### config.mk
export PLATFORM = sky130hd
export DESIGN_NAME = queue_sensor_conditioner
export DESIGN_NICKNAME = d
export VERILOG_FILES = /design/src/rtl/queue_sensor_conditioner.sv
export SDC_FILE = /design/constraint.sdc
export NUM_CORES = 1
export LEC_CHECK = 0
export ABC_AREA = 1
export CAP_MARGIN = 20
export CORE_UTILIZATION = 35
export CTS_CLUSTER_SIZE = 16
export DETAILED_ROUTE_END_ITERATION = 8
export DONT_BUFFER_PORTS = 1
export RECOVER_POWER = 25
export SYNTH_ARGS = -nofsm -noshare
export SYNTH_HDL_FRONTEND = slang
export SYNTH_SLANG_ARGS = --single-unit
export TNS_END_PERCENT = 1
### constraint.sdc
create_clock -name clk -period 1.1 [get_ports clk]
set_input_delay 0 -clock clk [delete_from_list [all_inputs] [get_ports clk]]
set_output_delay 0 -clock clk [all_outputs]
set_load 0.02 [all_outputs]
### src/rtl/queue_sensor_conditioner.sv
// -----------------------------------------------------------------------------
// queue_sensor_conditioner
//   Front end of the bank-queue counter. It turns the raw entry and exit sensor
//   inputs into clean single-cycle count pulses on the system clock. Each
//   sensor is synchronized, debounced and edge-detected. Simultaneous presses
//   are arbitrated, and any count that would overflow or underflow the queue is
//   blocked using the full/empty flags fed back from the flags stage.
//
//   Ports
//     clk         in   system clock, all state changes on posedge
//     reset       in   asynchronous active-low reset
//     up_raw      in   raw entry sensor (async, may bounce)
//     down_raw    in   raw exit sensor (async, may bounce)
//     full_flag   in   queue full; sampled only in the qualify cycle
//     empty_flag  in   queue empty; sampled only in the qualify cycle
//     up_pulse    out  one-cycle increment request
//     down_pulse  out  one-cycle decrement request
//     reject      out  one-cycle strobe: a qualified press was blocked
//     collide     out  one-cycle strobe: up and down qualified together
//     up_level    out  debounced entry sensor level
//     down_level  out  debounced exit sensor level
// -----------------------------------------------------------------------------

// Per-sensor channel: 2-flop synchronizer, then a debounce FSM that fires
// qualify_o for one cycle (combinationally, on the PRESS_DB -> PRESSED step).
module qsc_sensor_chan #(
    parameter int DEBOUNCE_CYCLES = 16,
    parameter int CNT_W           = 5
) (
    input  logic clk,
    input  logic rst_n,
    input  logic raw_i,
    output logic qualify_o,
    output logic level_o
);
    localparam logic [1:0] IDLE     = 2'd0;
    localparam logic [1:0] PRESS_DB = 2'd1;
    localparam logic [1:0] PRESSED  = 2'd2;
    localparam logic [1:0] REL_DB   = 2'd3;

    // The counter reaches DEBOUNCE_CYCLES on the edge where it was at
    // DEBOUNCE_CYCLES-1 and sees one more stable sample; that edge completes
    // the debounce, so the count never has to hold the terminal value itself.
    localparam logic [CNT_W-1:0] CNT_LAST = CNT_W'(DEBOUNCE_CYCLES - 1);
    localparam logic [CNT_W-1:0] CNT_ONE  = CNT_W'(1);

    logic             s1_q, s2_q;
    logic [1:0]       state_q, state_d;
    logic [CNT_W-1:0] cnt_q, cnt_d;
    logic             level_q;

    always_comb begin
        state_d   = state_q;
        cnt_d     = cnt_q;
        qualify_o = 1'b0;
        case (state_q)
            IDLE: begin
                if (s2_q) begin
                    state_d = PRESS_DB;
                    cnt_d   = CNT_ONE;
                end
            end
            PRESS_DB: begin
                if (!s2_q) begin
                    state_d = IDLE;
                    cnt_d   = '0;
                end else if (cnt_q == CNT_LAST) begin
                    state_d   = PRESSED;
                    cnt_d     = '0;
                    qualify_o = 1'b1;
                end else begin
                    cnt_d = cnt_q + CNT_ONE;
                end
            end
            PRESSED: begin
                if (!s2_q) begin
                    state_d = REL_DB;
                    cnt_d   = CNT_ONE;
                end
            end
            REL_DB: begin
                if (s2_q) begin
                    state_d = PRESSED;
                    cnt_d   = '0;
                end else if (cnt_q == CNT_LAST) begin
                    state_d = IDLE;
                    cnt_d   = '0;
                end else begin
                    cnt_d = cnt_q + CNT_ONE;
                end
            end
            default: begin
                state_d = IDLE;
                cnt_d   = '0;
            end
        endcase
    end

    always_ff @(posedge clk or negedge rst_n) begin
        if (!rst_n) begin
            s1_q    <= 1'b0;
            s2_q    <= 1'b0;
            state_q <= IDLE;
            cnt_q   <= '0;
            level_q <= 1'b0;
        end else begin
            s1_q    <= raw_i;
            s2_q    <= s1_q;
            state_q <= state_d;
            cnt_q   <= cnt_d;
            // PRESSED and REL_DB are the two states with bit 1 set
            level_q <= state_d[1];
        end
    end

    assign level_o = level_q;
endmodule

module queue_sensor_conditioner #(
    parameter int DEBOUNCE_CYCLES = 16,
    parameter int CNT_W           = 5
) (
    input  logic clk,
    input  logic reset,
    input  logic up_raw,
    input  logic down_raw,
    input  logic full_flag,
    input  logic empty_flag,
    output logic up_pulse,
    output logic down_pulse,
    output logic reject,
    output logic collide,
    output logic up_level,
    output logic down_level
);
    // lane 0 = up (entry), lane 1 = down (exit)
    logic [1:0] raw, qual, lvl;
    logic       qu, qd;
    logic       up_q, up_d, dn_q, dn_d, rej_q, rej_d, col_q, col_d;

    assign raw = {down_raw, up_raw};

    qsc_sensor_chan #(
        .DEBOUNCE_CYCLES(DEBOUNCE_CYCLES),
        .CNT_W          (CNT_W)
    ) u_chan [1:0] (
        .clk      (clk),
        .rst_n    (reset),
        .raw_i    (raw),
        .qualify_o(qual),
        .level_o  (lvl)
    );

    assign qu = qual[0];
    assign qd = qual[1];

    // Flags matter only in the qualify cycle. A simultaneous up/down pair
    // cancels out, so neither pulse is sent and only collide is flagged.
    always_comb begin
        col_d = qu & qd;
        up_d  = qu & ~qd & ~full_flag;
        dn_d  = qd & ~qu & ~empty_flag;
        rej_d = (qu & ~qd & full_flag) | (qd & ~qu & empty_flag);
    end

    always_ff @(posedge clk or negedge reset) begin
        if (!reset) begin
            up_q  <= 1'b0;
            dn_q  <= 1'b0;
            rej_q <= 1'b0;
            col_q <= 1'b0;
        end else begin
            up_q  <= up_d;
            dn_q  <= dn_d;
            rej_q <= rej_d;
            col_q <= col_d;
        end
    end

    assign up_pulse   = up_q;
    assign down_pulse = dn_q;
    assign reject     = rej_q;
    assign collide    = col_q;
    assign up_level   = lvl[0];
    assign down_level = lvl[1];
endmodule

==> out/metrics.csv, run 1 <==
stage,metric,value,unit
pwr,vdd_ir_drop_max,1.43,mV
timing,worstMarginPinSlew,0.233,ns
critical_path,worstSetupStartpoint,u_chan[1].cnt_q[1]$_DFFE_PN0P_,
critical_path,worst-setup-path-type,reg -> reg,
placement,dpl_cell_area,1170,um2
critical_path,cpPeakStageDelay,0.43,ns
critical_path,timing.reg2reg.worst_path_depth,5,
cts,cts.path.max_buffers,2,
global_route,grt_use_total,15.3,%
logic_synthesis,syn_nets,116,
outcome,outcome,"complete, but fails checks",
logic_synthesis,ys_ff_latch,22,
final_layout,layout_common_cells,"dfrtp_1 (19), nand2_1 (18), buf_4 (13)",
placement,dp_cells,148,
critical_path,endpoint,u_chan[1].cnt_q[1]$_DFFE_PN0P_,
floorplanning,num_rows,19,
global_route,grt_max_degree,23,
placement,port_buffers,0,
final_layout,final_util,50.5,%
logic_synthesis,yosys-top-cells-area,"dfrtp_1 (52%), nand2_1 (7.2%), nand3_1 (6.2%)",
floorplanning,core-area,2810,um2
logic_synthesis,postSynthAreaPerCell,9.72,um2
critical_path,crit_cells,5,
cts,cts_root_buffer,clkbuf_4,
route,final_antenna_net_count,0,
route,drc,0,
floorplanning,die-width,56.8,um
floorplanning,dieHeight,56.8,um
route,drtIter0Drc,21,
floorplanning,io_pins,12,
floorplanning,die-area,3220,um2
timing,slew_headroom,84.5,%
cts,clock_sinks,22,
global_route,grt_pass1_vias,837,
route,wl_per_cell,13.2,um
logic_synthesis,synth-seq-area-share,52.4,%
logic_synthesis,synth_top_area_share,52.4,%
logic_synthesis,synth_top_area_cell,dfrtp_1,
timing,fin_crit,1.15,ns
logic_synthesis,async_flop_share,100,%
timing,finalCritPeriodShare,104,%
global_route,antenna_found_initial,0,
timing,finalWorstSetupSlack,-0.0476,ns
final_layout,nNetsFinal,141,
route,via_per_inst,4.91,
critical_path,rrSetupSlack,-0.05,ns
critical_path,crit_path_max_fanout,5,
logic_synthesis,synth_area,1050,um2
timing,fin_skew,0.00209,ns
final_layout,final_common_cell,dfrtp_1,
cts,htreeDepth,1,
final_layout,stdcell_count,163,
timing,clock.fmax,0.871,GHz
placement,dp.final_hpwl,1460,um
logic_synthesis,synth_ff_type,dfrtp_1,
logic_synthesis,synth_cell_types,24,
route,wl,2140,um
logic_synthesis,synth_edf_count,0,
floorplanning,start_util,37.4,%
final_layout,final_layout_size_suffix_gt1_share,40.9,%
critical_path,path_cells,"ha_4, nand4_4, nand3_4, buf_4, o21ai_1",
final_layout,diodes,0,
critical_path,critPathBufInv,1,
timing,rsz0062_at_grt,true,
timing,setup_viol,6,
cts,cts_tree,done,
critical_path,arrival,1.39,ns
critical_path,crit_path_start_kind,register,
logic_synthesis,yosysWarnings,0,
final_layout,synthToLayoutAreaGrowth,34.9,%
outcome,violations,negative setup slack,
critical_path,worst_ep_required_time,1.34,ns
critical_path,r2r-start,u_chan[1].cnt_q[1]$_DFFE_PN0P_,
placement,gp_congestion,0.752,
global_route,grt_pass1_wl,3710,um
critical_path,crit_slowest_cell,dfrtp_1,
pwr,power_density,2210,nW/um2
route,first_pass_iters,4,
timing,drv_slew,0,
min_path,min_path_type,in -> reg,
timing,hold_viol,0,
critical_path,cp_top_family,flip-flops,
logic_synthesis,synthCells,108,
cts,clock_latency,0.31,ns
cts,clkTransAtPathRegs,0.12,ns
global_route,grt_overflow_total,0,
final_layout,fin_area,1420,um2
pwr,p_leak,0.000668,uW
route,vias,801,
run,drv_cap,0,
critical_path,crit_path_end_kind,register,
critical_path,reg2reg_to,u_chan[1].cnt_q[1]$_DFFE_PN0P_,
cts,cts_made_buffers,3,
## how the worst min path moves through the flow
stage	startpoint	end	slack [ns]	cells past startpoint
floorplan	reset	async pin	-0.30	0
global route	down_raw	u_chan[1].s1_q$_DFF_PN0_	0.23	1
global placement	reset	u_chan[0].cnt_q[4]$_DFFE_PN0P_	-0.30	0
CTS	up_raw	u_chan[0].s1_q$_DFF_PN0_	0.23	1
detailed placement	reset	u_chan[0].cnt_q[4]$_DFFE_PN0P_	-0.30	0
finish	down_raw	u_chan[1].s1_q$_DFF_PN0_	0.24	1
## flip-flops by register name, indices dropped and copies added, names as in the netlist, named ones only
name	flops
up_pulse	1
reject	1
u_chan.s2_q	2
u_chan.state_q	2
collide	1
down_pulse	1
u_chan.s1_q	2
u_chan.cnt_q	10
## per-stage QoR
stage,setup TNS [ns],hold WS [ns],setup WS [ns],total power [uW]
floorplan,0,-0.296,0.00139,1920
global placement,-0.0619,-0.295,-0.0298,2200
detailed placement,-0.379,-0.295,-0.0960,2250
CTS,-0.154,0.229,-0.0529,2990
global route,-0.971,0.226,-0.123,3390
finish,-0.163,0.242,-0.0476,3130
## repair_timing
item	CTS	global route
pin swaps	4	8
endpoints found under the setup margin	14	16
buffers inserted	2	2
gates cloned	0	0
hold buffers	5	1
gates resized for setup	5	16
endpoints found under the hold margin	27	3
## area by class of cell
type / count / area (um2)
fill: 256 / 1390
sequential: 22 / 554
multi-input combinational: 69 / 519
timing repair buffer: 22 / 195
inverter: 15 / 56.3
tap: 31 / 38.8
clock inverter: 1 / 30.0
clock buffer: 3 / 22.5
## layer usage
| metal | GRT usage, % | vias to the layer above | routed length, um | share of wire, % |
|---|---|---|---|---|
| met5 | 0 | - | 0 | 0 |
| met4 | 4.18 | 0 | 22 | 1.0 |
| met3 | 4.15 | 2 | 68 | 3.2 |
| met2 | 28.1 | 11 | 1140 | 53 |
| met1 | 17.4 | 390 | 915 | 43 |
| li1 | - | 398 | - | - |
## where the power goes
part           switching [uW]  total (uW)  internal, uW
clock                     249         617           368
combinational             724        1330           609
sequential                203        1180           977
## cell usage after synthesis, drive strengths merged (2+ instances only)
cell   count
nand4      3
ha         2
xor2       3
nor3       2
nand2     24
dfrtp     22
nor2       7
buf        2
a21oi      6
o21ai      5
nand3     15
inv       15
## cells by family (layout without fill, tap and decap cells)
logic type,count (synthesis),after routing,synth area share [%]
and+or+nand+nor,52,52,29.4
DFF,22,22,52.4
buffers and inverters,17,41,6.79
AOI/OAI and AO/OA,11,11,5.60
xor gates and xnor gates,4,4,3.34
adders and majority gates,2,2,2.38
Power figures use the tool's default switching activity.
==> inputs of run 2 (changes only) <==
--- a/config.mk
+++ b/config.mk
@@ -12,6 +12,7 @@
 export DETAILED_ROUTE_END_ITERATION = 8
 export DONT_BUFFER_PORTS = 1
 export RECOVER_POWER = 25
+export REMOVE_ABC_BUFFERS = 1
 export SYNTH_ARGS = -nofsm -noshare
 export SYNTH_HDL_FRONTEND = slang
 export SYNTH_SLANG_ARGS = --single-unit
==> run 2 against run 1 <==
  * Register-to-register slack better by 0.03 ns
  * Cell count is 4.9% lower
  * Critical path type unchanged
  * Routed wire length is 14% lower
  * Critical path depth is 1 higher
  * Sequential share of layout area is 3.4 points higher
  * Setup slack better by 0.034 ns
  * Non-clock buffer count is 8 lower
  * Clock power is 29% lower
  * Core utilization is 4.2 points lower
  * Sequential cell count stayed put
  * Largest power group unchanged
  * The flow finishes with violations (design-rule violations, negative hold slack, negative setup slack)
  * Global-route usage is 2.3 points lower
==> out/metrics.csv, run 2 (same netlist as run 1, synthesis figures left out) <==
stage,metric,value,unit,change
placement,gp_congestion,0.813,,+8.1%
route,dr_wl_met3,95,um,+40%
critical_path,cp_top_family,flip-flops,,
timing,drv_slew,0,,unchanged
timing,clock.fmax,0.898,GHz,+3.0%
critical_path,worst_ep_required_time,1.32,ns,-0.02 ns
floorplanning,die-width,56.8,um,unchanged
cts,cts_made_buffers,3,,unchanged
critical_path,cpPeakStageDelay,0.41,ns,-0.02 ns
final_layout,final_common_cell,dfrtp_1,,
cts,clock_sinks,22,,unchanged
global_route,grt_use_total,13.0,%,-2.3 points
route,top_layer,met4,,
floorplanning,num_rows,19,,unchanged
critical_path,rrSetupSlack,-0.01,ns,+0.03 ns
cts,htreeDepth,1,,unchanged
placement,port_buffers,0,,unchanged
placement,dp.final_hpwl,1260,um,-14%
final_layout,largest_register_ffs,10,,unchanged
timing,setup_viol,1,,-5
critical_path,crit_path_start_kind,register,,
route,wl_per_cell,11.8,um,-10%
min_path,min_path_type,in -> reg,,
floorplanning,io_pins,12,,unchanged
critical_path,crit_path_max_fanout,3,,-2
floorplanning,start_util,37.4,%,unchanged
timing,rsz0062_at_grt,true,,
final_layout,synthToLayoutAreaGrowth,23.7,%,
timing,fin_skew,0.00639,ns,+0.00430 ns
pwr,p_leak,0.000625,uW,-6.5%
final_layout,stdcell_count,155,,-4.9%
timing,hold_viol,3,,+3
global_route,grt_overflow_total,0,,unchanged
critical_path,path_cells,"ha_4, nand4_4, nor2_4, inv_2, nand3_2, nand2_1",,
outcome,violations,"design-rule violations, negative hold slack, negative setup slack",,
global_route,grt_pass1_wl,3140,um,-15%
route,wl_met2,881,um,-23%
route,wl,1830,um,-14%
run,drv_cap,0,,unchanged
timing,fin_hold_ws,-0.268,ns,-0.511 ns
final_layout,final_layout_size_suffix_gt1_share,33.1,%,-7.8 points
cts,cts_root_buffer,clkbuf_4,,
route,wl_met1,813,um,-11%
placement,dp_cells,146,,-1.4%
critical_path,worst-setup-path-type,reg -> reg,,
floorplanning,core-area,2810,um2,unchanged
timing,finalWorstSetupSlack,-0.0138,ns,+0.0339 ns
route,via_per_inst,4.79,,-2.5%
final_layout,nNetsFinal,133,,-5.7%
timing,worstMarginPinSlew,0.460,ns,+0.227 ns
critical_path,crit_slowest_cell,dfrtp_1,,
critical_path,arrival,1.33,ns,-0.06 ns
final_layout,layout_common_cells,"dfrtp_1 (21), nand2_1 (18), nand3_1 (12)",,
pwr,power_density,2170,nW/um2,-1.9%
final_layout,fin_area,1300,um2,-8.3%
route,first_pass_iters,5,,+1
cts,cts_tree,done,,
final_layout,final_util,46.3,%,-4.2 points
global_route,antenna_found_initial,0,,unchanged
route,final_antenna_net_count,0,,unchanged
outcome,outcome,"complete, but fails checks",,
floorplanning,dieHeight,56.8,um,unchanged
timing,fin_crit,1.11,ns,-0.0339 ns
timing,slew_headroom,69.2,%,-15 points
global_route,grt_max_degree,23,,unchanged
cts,clkTransAtPathRegs,0.12,ns,about the same
final_layout,diodes,0,,unchanged
timing,setup-tns-final,-0.0138,ns,+0.149 ns
route,drc,2,,+2
global_route,grt_pass1_vias,719,,-14%
floorplanning,die-area,3220,um2,unchanged
cts,cts.path.max_buffers,2,,unchanged
critical_path,crit_path_end_kind,register,,
cts,clock_latency,0.31,ns,about the same
timing,finalCritPeriodShare,101,%,-3.1 points
route,vias,743,,-7.2%
pwr,vdd_ir_drop_max,0.980,mV,-32%
route,drtIter0Drc,20,,-4.8%
cts,postCtsHoldBufs,3,,-2
placement,dpl_cell_area,1140,um2,-2.6%
critical_path,critPathBufInv,1,,unchanged
final_layout,top_register,u_chan.cnt_q,,
-- run 2: changes by cell type in the layout (fill, tap and decap cells not counted), sizes merged --
| cell | before | now |
|---|---|---|
| dlygate4sd3 | 6 | 3 |
| bufinv | 1 | 0 |
| buf | 16 | 11 |
| clkbuf | 3 | 4 |
-- run 2: final cells by class --
cell class	instances	area (um2)
clock buffers	4	36.3
fillers	270	1510
inverters	15	56.3
multi-input cells	69	499
flip-flops and latches	22	552
well taps	31	38.8
repair buffers	14	116
-- run 2: worst paths after layout --
path / startpoint / endpoint / depth (start not counted)
hold / removal: full_flag / up_pulse$_DFF_PN0_ / 1
hold reg to reg: u_chan[1].s1_q$_DFF_PN0_ / u_chan[1].s2_q$_DFF_PN0_ / 0
setup reg to reg: u_chan[0].cnt_q[0]$_DFFE_PN0P_ / reject$_DFF_PN0_ / 6
max in group asynchronous: reset / u_chan[1].s1_q$_DFF_PN0_ / 2
min in group asynchronous: reset / collide$_DFF_PN0_ / 1
setup / recovery: u_chan[0].cnt_q[0]$_DFFE_PN0P_ / reject$_DFF_PN0_ / 6
-- run 2: per-layer routing --
metal	vias up	GRT usage, %
met1	342	15.6
met5	-	0
met4	0	5.23
li1	379	-
met3	4	5.07
met2	18	20.7
-- run 2: metrics by stage --
step                total power, uW  setup WS, ns
finish                         2820       -0.0138
global route                   3050       -0.0809
CTS                            2770       -0.0257
detailed placement             2190       -0.0995
global placement               2160       -0.0566
floorplan                      1830       -0.0358
-- run 2: report_power, final --
group	total [uW]	leakage (uW)	switching [uW]	internal, uW
clock	441	0.0000210	239	202
sequential	1170	0.000283	200	971
combinational	1200	0.000321	661	542
total	2820	0.000625	1100	1720
-- run 2: timing repair --
| action | 4_1_cts | 5_1_grt |
|---|---|---|
| resized for setup | 6 | 8 |
| setup buffers | 1 | 0 |
| gates cloned | 0 | 0 |
| hold endpoints to repair | 27 | 3 |
| pin swaps | 5 | 5 |
| endpoints found under the setup margin | 15 | 16 |
